[src/rtl/page_fifo_pkg.sv]
// Shared helpers for the paged width-converting FIFO: log2 and parameter legality.
package page_fifo_pkg;

  function automatic int unsigned clog2(input int unsigned value);
    int unsigned result;
    result = 0;
    while ((64'd1 << result) < 64'(value)) begin
      result++;
    end
    return result;
  endfunction

  function automatic bit is_pow2(input int unsigned value);
    return (value != 0) && ((value & (value - 1)) == 0);
  endfunction

  // Write word must split into a power-of-two number of read lanes.
  function automatic bit widths_legal(input int unsigned wr_width, input int unsigned rd_width);
    if (rd_width == 0 || wr_width < rd_width) return 1'b0;
    if ((wr_width % rd_width) != 0) return 1'b0;
    return is_pow2(wr_width / rd_width);
  endfunction

  function automatic int unsigned lane_bits(input int unsigned wr_width,
                                            input int unsigned rd_width);
    return clog2(wr_width / rd_width);
  endfunction

endpackage

[src/rtl/sdp_ram.sv]
// Simple dual-port RAM: synchronous write, registered read (old data on collision).
module sdp_ram #(
  parameter int unsigned Width = 8,
  parameter int unsigned Aw    = 7
) (
  input  logic             clk_i,
  input  logic             rst_ni,
  input  logic             we_i,
  input  logic [Aw-1:0]    waddr_i,
  input  logic [Width-1:0] wdata_i,
  input  logic [Aw-1:0]    raddr_i,
  output logic [Width-1:0] rdata_o
);

  logic [Width-1:0] mem [2**Aw];
  logic [Width-1:0] rdata_q;

  always_ff @(posedge clk_i) begin
    if (we_i) begin
      mem[waddr_i] <= wdata_i;
    end
  end

  // Only the output register is reset; array contents survive reset.
  always_ff @(posedge clk_i or negedge rst_ni) begin
    if (!rst_ni) begin
      rdata_q <= '0;
    end else begin
      rdata_q <= mem[raddr_i];
    end
  end

  assign rdata_o = rdata_q;

endmodule

[src/rtl/page_fifo_wconv.sv]
// Multi-page buffer: producer fills and commits pages of wide words, consumer reads
// committed pages byte-addressed and releases them. Tracks occupancy and sticky errors.
module page_fifo_wconv
  import page_fifo_pkg::*;
#(
  parameter int unsigned WR_WIDTH   = 16,
  parameter int unsigned RD_WIDTH   = 8,
  parameter int unsigned PAGE_AW    = 5,
  parameter int unsigned PAGES_LOG2 = 2,
  localparam int unsigned RATIO     = WR_WIDTH / RD_WIDTH,
  localparam int unsigned LANE_BITS = lane_bits(WR_WIDTH, RD_WIDTH),
  localparam int unsigned RD_AW     = PAGE_AW + LANE_BITS
) (
  input  logic                  clk,
  input  logic                  rst_n,
  input  logic [PAGE_AW-1:0]    wr_addr,
  input  logic [WR_WIDTH-1:0]   wr_data,
  input  logic                  wr_en,
  input  logic                  wr_push,
  output logic                  wr_full,
  input  logic [RD_AW-1:0]      rd_addr,
  output logic [RD_WIDTH-1:0]   rd_data,
  input  logic                  rd_pull,
  output logic                  rd_empty,
  output logic [PAGES_LOG2:0]   pages_used,
  output logic                  err_overflow,
  output logic                  err_underflow
);

  localparam int unsigned PAGES  = 2 ** PAGES_LOG2;
  localparam int unsigned RAM_AW = PAGES_LOG2 + PAGE_AW;

  localparam logic [PAGES_LOG2:0]   COUNT_MAX = (PAGES_LOG2 + 1)'(PAGES);
  localparam logic [PAGES_LOG2:0]   COUNT_ONE = (PAGES_LOG2 + 1)'(1);
  localparam logic [PAGES_LOG2-1:0] PTR_ONE   = PAGES_LOG2'(1);

  if (!widths_legal(WR_WIDTH, RD_WIDTH) || PAGES_LOG2 < 1 || PAGE_AW < 1) begin : g_param_err
    $error("page_fifo_wconv: illegal WR_WIDTH/RD_WIDTH/PAGES_LOG2/PAGE_AW combination");
  end

  logic [PAGES_LOG2-1:0] wr_ptr_q, wr_ptr_d;
  logic [PAGES_LOG2-1:0] rd_ptr_q, rd_ptr_d;
  logic [PAGES_LOG2:0]   count_q, count_d;
  logic                  full_q, full_d;
  logic                  empty_q, empty_d;
  logic                  ovf_q, ovf_d;
  logic                  unf_q, unf_d;

  logic pull_ok;
  logic push_ok;

  // A pull on the same edge frees the head page, so a push against a full buffer is legal.
  always_comb begin
    pull_ok  = rd_pull && !empty_q;
    push_ok  = wr_push && (!full_q || pull_ok);
    wr_ptr_d = wr_ptr_q;
    rd_ptr_d = rd_ptr_q;
    count_d  = count_q;
    ovf_d    = ovf_q | (wr_push && !push_ok);
    unf_d    = unf_q | (rd_pull && !pull_ok);

    if (push_ok) begin
      wr_ptr_d = wr_ptr_q + PTR_ONE;
    end
    if (pull_ok) begin
      rd_ptr_d = rd_ptr_q + PTR_ONE;
    end

    case ({push_ok, pull_ok})
      2'b10:   count_d = count_q + COUNT_ONE;
      2'b01:   count_d = count_q - COUNT_ONE;
      default: count_d = count_q;
    endcase

    full_d  = (count_d == COUNT_MAX);
    empty_d = (count_d == '0);
  end

  always_ff @(posedge clk or negedge rst_n) begin
    if (!rst_n) begin
      wr_ptr_q <= '0;
      rd_ptr_q <= '0;
      count_q  <= '0;
      full_q   <= 1'b0;
      empty_q  <= 1'b1;
      ovf_q    <= 1'b0;
      unf_q    <= 1'b0;
    end else begin
      wr_ptr_q <= wr_ptr_d;
      rd_ptr_q <= rd_ptr_d;
      count_q  <= count_d;
      full_q   <= full_d;
      empty_q  <= empty_d;
      ovf_q    <= ovf_d;
      unf_q    <= unf_d;
    end
  end

  assign wr_full       = full_q;
  assign rd_empty      = empty_q;
  assign pages_used    = count_q;
  assign err_overflow  = ovf_q;
  assign err_underflow = unf_q;

  // Storage: one RAM per read lane, all sharing the write and read word addresses.
  logic              ram_we;
  logic [RAM_AW-1:0] ram_waddr;
  logic [RAM_AW-1:0] ram_raddr;
  logic [RD_WIDTH-1:0] lane_rdata [RATIO];

  assign ram_we    = wr_en && !full_q;
  assign ram_waddr = {wr_ptr_q, wr_addr};
  assign ram_raddr = {rd_ptr_q, rd_addr[RD_AW-1:LANE_BITS]};

  for (genvar g = 0; g < RATIO; g++) begin : g_lane
    sdp_ram #(
      .Width (RD_WIDTH),
      .Aw    (RAM_AW)
    ) u_ram (
      .clk_i   (clk),
      .rst_ni  (rst_n),
      .we_i    (ram_we),
      .waddr_i (ram_waddr),
      .wdata_i (wr_data[g*RD_WIDTH +: RD_WIDTH]),
      .raddr_i (ram_raddr),
      .rdata_o (lane_rdata[g])
    );
  end

  // Lane select is delayed to line up with the registered RAM output.
  if (LANE_BITS > 0) begin : g_lane_mux
    logic [LANE_BITS-1:0] lane_q;

    always_ff @(posedge clk or negedge rst_n) begin
      if (!rst_n) begin
        lane_q <= '0;
      end else begin
        lane_q <= rd_addr[LANE_BITS-1:0];
      end
    end

    assign rd_data = lane_rdata[lane_q];
  end else begin : g_lane_single
    assign rd_data = lane_rdata[0];
  end

endmodule
[config.mk]
export PLATFORM = sky130hd
export DESIGN_NAME = page_fifo_wconv
export DESIGN_NICKNAME = d
export VERILOG_FILES = /design/src/rtl/page_fifo_pkg.sv /design/src/rtl/sdp_ram.sv /design/src/rtl/page_fifo_wconv.sv
export SDC_FILE = /design/constraint.sdc
export NUM_CORES = 2
export LEC_CHECK = 0
export ABC_AREA = 1
export BUFFER_PORTS_ARGS = -buffer_cell sky130_fd_sc_hd__buf_2
export CORE_MARGIN = 4
export CORE_UTILIZATION = 55
export DETAILED_ROUTE_END_ITERATION = 10
export PLACE_DENSITY = 0.73
export SYNTH_ARGS = -nofsm -noshare
export SYNTH_HDL_FRONTEND = slang
export SYNTH_HIERARCHICAL = 1
export SYNTH_SLANG_ARGS = --single-unit
[constraint.sdc]
create_clock -name clk -period 1.9 [get_ports clk]
set_input_delay 0.095 -clock clk [delete_from_list [all_inputs] [get_ports clk]]
set_output_delay 0.095 -clock clk [all_outputs]
set_load 0.01 [all_outputs]
==> metrics.md <==
| Metric | Value |
|---|---|
| Cell area after synthesis | `approximately 0.085 mm^2` |
| Final worst path period need | `slightly above 2000 ps` |
| Portion of synthesized cell area occupied by the leading cell type | `between 70% and 80%` |
| Core Box Area | `~0.15 mm^2` |
| Sequential share of the synthesized area | `between 70 and 80%` |
| TNS Setup | `-13970 ps` |
| First-pass GRT wire length | `~340000 um` |
| Layout Nets | `~7700` |
| Simple-Gate Fraction of Synth Area | `23.0%` |
| Part of the power in combinational logic | `approximately 11%` |
| Tightest hold margin | `15.5 ps` |
| Adder-cell share of the synthesized area | `less than 1%` |
| Async set-reset flop share out of synthesis | `around 1.3%` |
| Port Buf Inserts | `46` |
| Multi-input logic area | `0.0208 mm^2` |
| Number of enable-type register cells in the synthesized netlist | `about 2000` |
| Post-Synthesis Mean Instance Area | `~12 um^2` |
| Final Wtd Congestion | `roughly 0.9` |
| Bufs and invs on worst path | `5` |
| Busiest grt layer | `met2` |
| Number of standard cells after synthesis | `7218` |
| Width of the chip | `402 um` |
| Utilization after layout | `about two thirds` |
| Switch share | `approximately 24%` |
| Reg power frac | `around half` |
| Cells traversed along the worst timing path | `nor2_4, buf_12, buf_16, buf_12, nand2_8, clkbuf_16, nor2_4, buf_6` |
| Slew at the pin closest to its max-slew limit | `between 800 and 900 ps` |
| Clock network fraction of total power | `37.8%` |
| Fraction of final layout cells sized beyond drive strength 1 | `15.6%` |
| Total vias in the final route | `~60000` |
| Number of distinct library cells after synthesis | `28` |
| Vias in the first global route | `56300` |
| Clock root cell | `clkbuf_16` |
| Worst setup startpoint | `wr_full` |
| Footprint of the flip-flops and latches | `0.0622 mm^2` |
| Vertical die dimension | `~400 um` |
| Clock latency on the worst-skew pair | `840 ps` |
| Vias per inst | `between 5 and 6` |
| VDD IR-drop max | `0.953 mV` |
| Critical Path Start Type | `register` |
| DR DRC count | `0` |
| Start point of the worst min-delay path | `wr_addr[4]` |
| Dominant cells by area after synthesis | `edfxtp_1 (72%), nand3_1 (11%), nand2_1 (11%), buf_6 (1.6%), buf_2 (1.2%)` |
| Final-report hold violation count | `0` |
| Crit path largest cell delay | `410 ps` |
| Total global routing track utilization | `27.2%` |
| Number of max-cap violations | `0` |
| H-Tree Level Count | `4` |
| Total chip power | `101 mW` |
| Multiplexer share of the synthesized area | `less than 1%` |
| Worst path depth | `8` |
| 1st-iter DRT viols | `7829` |
| Routed len/inst | `22.7 um` |
| First-pass DRT Iterations | `6` |
| RSZ-0062 raised after global routing | `yes` |
| Cells on worst reg2reg path | `8` |
| Number of warnings reported in the yosys synthesis log | `6` |
| Flip-flop and latch count after synthesis | `slightly above 2000` |
| Main combinational cell family by area after synthesis | `simple AND/OR/NAND/NOR gates` |
| Aggregate routed wire length | `about 230000 um` |
| Synthesized-area fraction occupied by xor and xnor cells | `0.0103%` |
| Flip-flop cell with the highest count after synthesis | `edfxtp_1` |
| Min-Delay Endpoint | `g_lane[0].u_ram/mem[34][5]` |
| Number of buffers on the longest clock path | `3` |
| Instance area after placement | `between 0.09 and 0.1 mm^2` |
| Syn Nets | `7252` |
| Largest fanout on the critical path | `8` |
| Critical register-to-register path endpoint | `g_lane[0].u_ram/mem[48][6]` |
| Capturing element type of the critical path | `register` |
| Max-slew violation count | `0` |
| Worst-case register-to-register setup slack | `-110 ps` |
| Row count | `~140` |
| List of most frequent post-synthesis cells | `nand2_1 (2439), edfxtp_1 (2048), nand3_1 (1864)` |
| Filler cell count | `10600` |
| CP delay by family, top | `buffers and inverters` |
| Clock buffer count from CTS | `a little under 200` |
| Initial core utilization | `55.4%` |
| Compound-gate portion of the synthesized area | `less than 1%` |
| Setup skew after layout | `~31 ps` |
| Post-CTS clock slew at the launch and capture registers of the worst setup and hold paths | `70 ps` |
| Area growth from synthesis to layout | `17.8%` |
| Worst hold-check path type | `input port to register` |
| Launching point of the worst reg2reg path | `wr_full` |
| Half-perimeter wire length after detailed placement | `around 140000 um` |
| Met1 capacity usage during global routing | `between 30 and 40%` |
| Clock net sink count | `between 2000 and 2500` |
| Worst Path Required | `2440 ps` |
| Worst slew slack as a fraction of its limit | `slightly above 40%` |
| P per Cell Area | `about 1000 mW/mm^2` |
| Cell with the largest stage delay on the worst path | `dfrtp_1` |
| Leak Pwr | `between 30 and 40 nW` |
| Arrival time of data at the critical path endpoint | `2550 ps` |
| Outcome | `finished, violations left` |
| Internal power of the cells | `76.4 mW` |
| Total Die Area | `0.161 mm^2` |
| Post-layout instance area | `0.100 mm^2` |
| Number of placed I/O pins | `47` |
| Initial antenna violation count | `4` |
| Switching power summed over all nets | `between 20 and 25 mW` |
| Cell accounting for the most synthesized area | `edfxtp_1` |
| Violations in the final reports | `setup timing` |
| Met3 Resource Use GR | `5.17%` |
| Leading cell type by number of instances after synthesis | `nand2_1` |
| FMAX | `0.497 GHz` |
| Least setup slack across all paths after layout | `-111 ps` |
| Post-route ant nets | `0` |
| Type of the worst setup path | `register to register` |
| Finish-stage setup viols | `roughly 360` |
| Met2 track utilization from global routing | `between 40% and 50%` |
| CTS tree | `yes` |
| Cell count of the worst hold path | `4` |
| Maximum number of pins on one net before global-route repair | `81` |
| Overall overflow remaining after global route | `0` |
| Share of the cycle needed by the critical path after routing | `106%` |
-- worst max path at each step --
stage,to
detailed placement,g_lane[0].u_ram/mem[34][5]
floorplan,g_lane[0].u_ram/mem[90][0]
CTS,rd_data[4]
global route,wr_full
global placement,g_lane[0].u_ram/mem[34][6]
finish,g_lane[0].u_ram/mem[48][6]
-- metal layers --
metal	vias to the layer above	share of wire, %
met5	-	0.0053
met2	3345	47
met4	2	3.9
met1	28500	38
met3	528	11
li1	26400	-
-- kinds of logic after synthesis --
group / after synthesis
muxes: 8
adders and majority gates: 2
xor gates and xnor gates: 1
DFF: 2076
buffers and inverters: 526
AOI/OAI and AO/OA: 6
and+or+nand+nor: 4599
-- power groups by stage --
stage	clock, mW	sequential, mW	combinational (mW)
5_1_grt	40.5	51.4	11.9
3_3_place_gp	0	52.3	9.59
2_1_floorplan	0	52.1	4.93
6_report	38.2	51.4	11.3
3_5_place_dp	0	52.4	9.77
4_1_cts	38.5	51.4	10.4
-- flip-flops by register name, indices dropped and copies added (netlist names) --
signal	count
g_lane.u_ram/mem	2048
g_lane.u_ram/rdata_o	16
g_lane_mux.lane_q	1
pages_used	3
wr_ptr_q	2
rd_empty	1
rd_ptr_q	2
err_overflow	1
err_underflow	1
wr_full	1
-- worst min-delay path: cells and delay by family --
| kind | cells | cell delay (ps) |
|---|---|---|
| simple gates | 3 | 340 |
| buf+inv | 1 | 210 |
-- timing repair --
action / in CTS / in global routing
setup endpoints to repair: 1525 / 1590
resized for setup: 129 / 326
gates cloned: 2 / 4
endpoints found under the hold margin: 2003 / 0
buffers inserted: 13 / 14
pin swaps: 9 / 11
hold buffers: 24 / 0
-- stage by stage --
stage / instances / setup WS [ps]
after floorplan: 7218 / -207
after global placement: 9496 / -543
after detailed placement: 9496 / -594
after CTS: 9888 / -154
after global routing: 9906 / -144
final: 9908 / -111
-- final cells by class --
| cell class | count | area share, % |
|---|---|---|
| Timing Repair Buffer | 753 | 8.32 |
| Multi-Input combinational cell | 4616 | 20.7 |
| Inverter | 63 | 0.290 |
| Clock inverter | 112 | 1.02 |
| Antenna cell | 3 | 0.00747 |
| Sequential cell | 2076 | 61.9 |
| Clock buffer | 241 | 5.18 |
| Tap cell | 2044 | 2.54 |
-- placed cells by master, fill, tap and decap left out, types with 2 or more instances in the layout --
| cell type | netlist | layout |
|---|---|---|
| buf_12 | 0 | 157 |
| buf_16 | 0 | 5 |
| buf_2 | 206 | 19 |
| buf_4 | 36 | 404 |
| buf_6 | 123 | 132 |
| buf_8 | 0 | 9 |
| bufinv_16 | 0 | 17 |
| clkbuf_1 | 58 | 37 |
| clkbuf_16 | 0 | 205 |
| clkbuf_8 | 0 | 3 |
| clkinv_1 | 0 | 43 |
| clkinv_2 | 0 | 34 |
| clkinv_4 | 0 | 2 |
| clkinv_8 | 0 | 4 |
| clkinvlp_4 | 0 | 6 |
| dfrtp_1 | 27 | 25 |
| dfrtp_2 | 0 | 2 |
| diode_2 | 0 | 3 |
| dlygate4sd3_1 | 0 | 23 |
| edfxtp_1 | 2048 | 2048 |
| inv_1 | 55 | 48 |
| inv_16 | 0 | 2 |
| inv_2 | 6 | 8 |
| inv_4 | 0 | 3 |
| inv_6 | 2 | 6 |
| inv_8 | 0 | 2 |
| mux2_4 | 0 | 7 |
| nand2_1 | 2439 | 2407 |
| nand2_2 | 3 | 15 |
| nand2_4 | 1 | 18 |
| nand2_8 | 0 | 3 |
| nand3_1 | 1864 | 1859 |
| nand3_2 | 0 | 5 |
| nor2_1 | 270 | 117 |
| nor2_2 | 0 | 81 |
| nor2_4 | 1 | 73 |
| nor3_1 | 20 | 19 |
No activity file was read; power rests on OpenSTA's default activity.
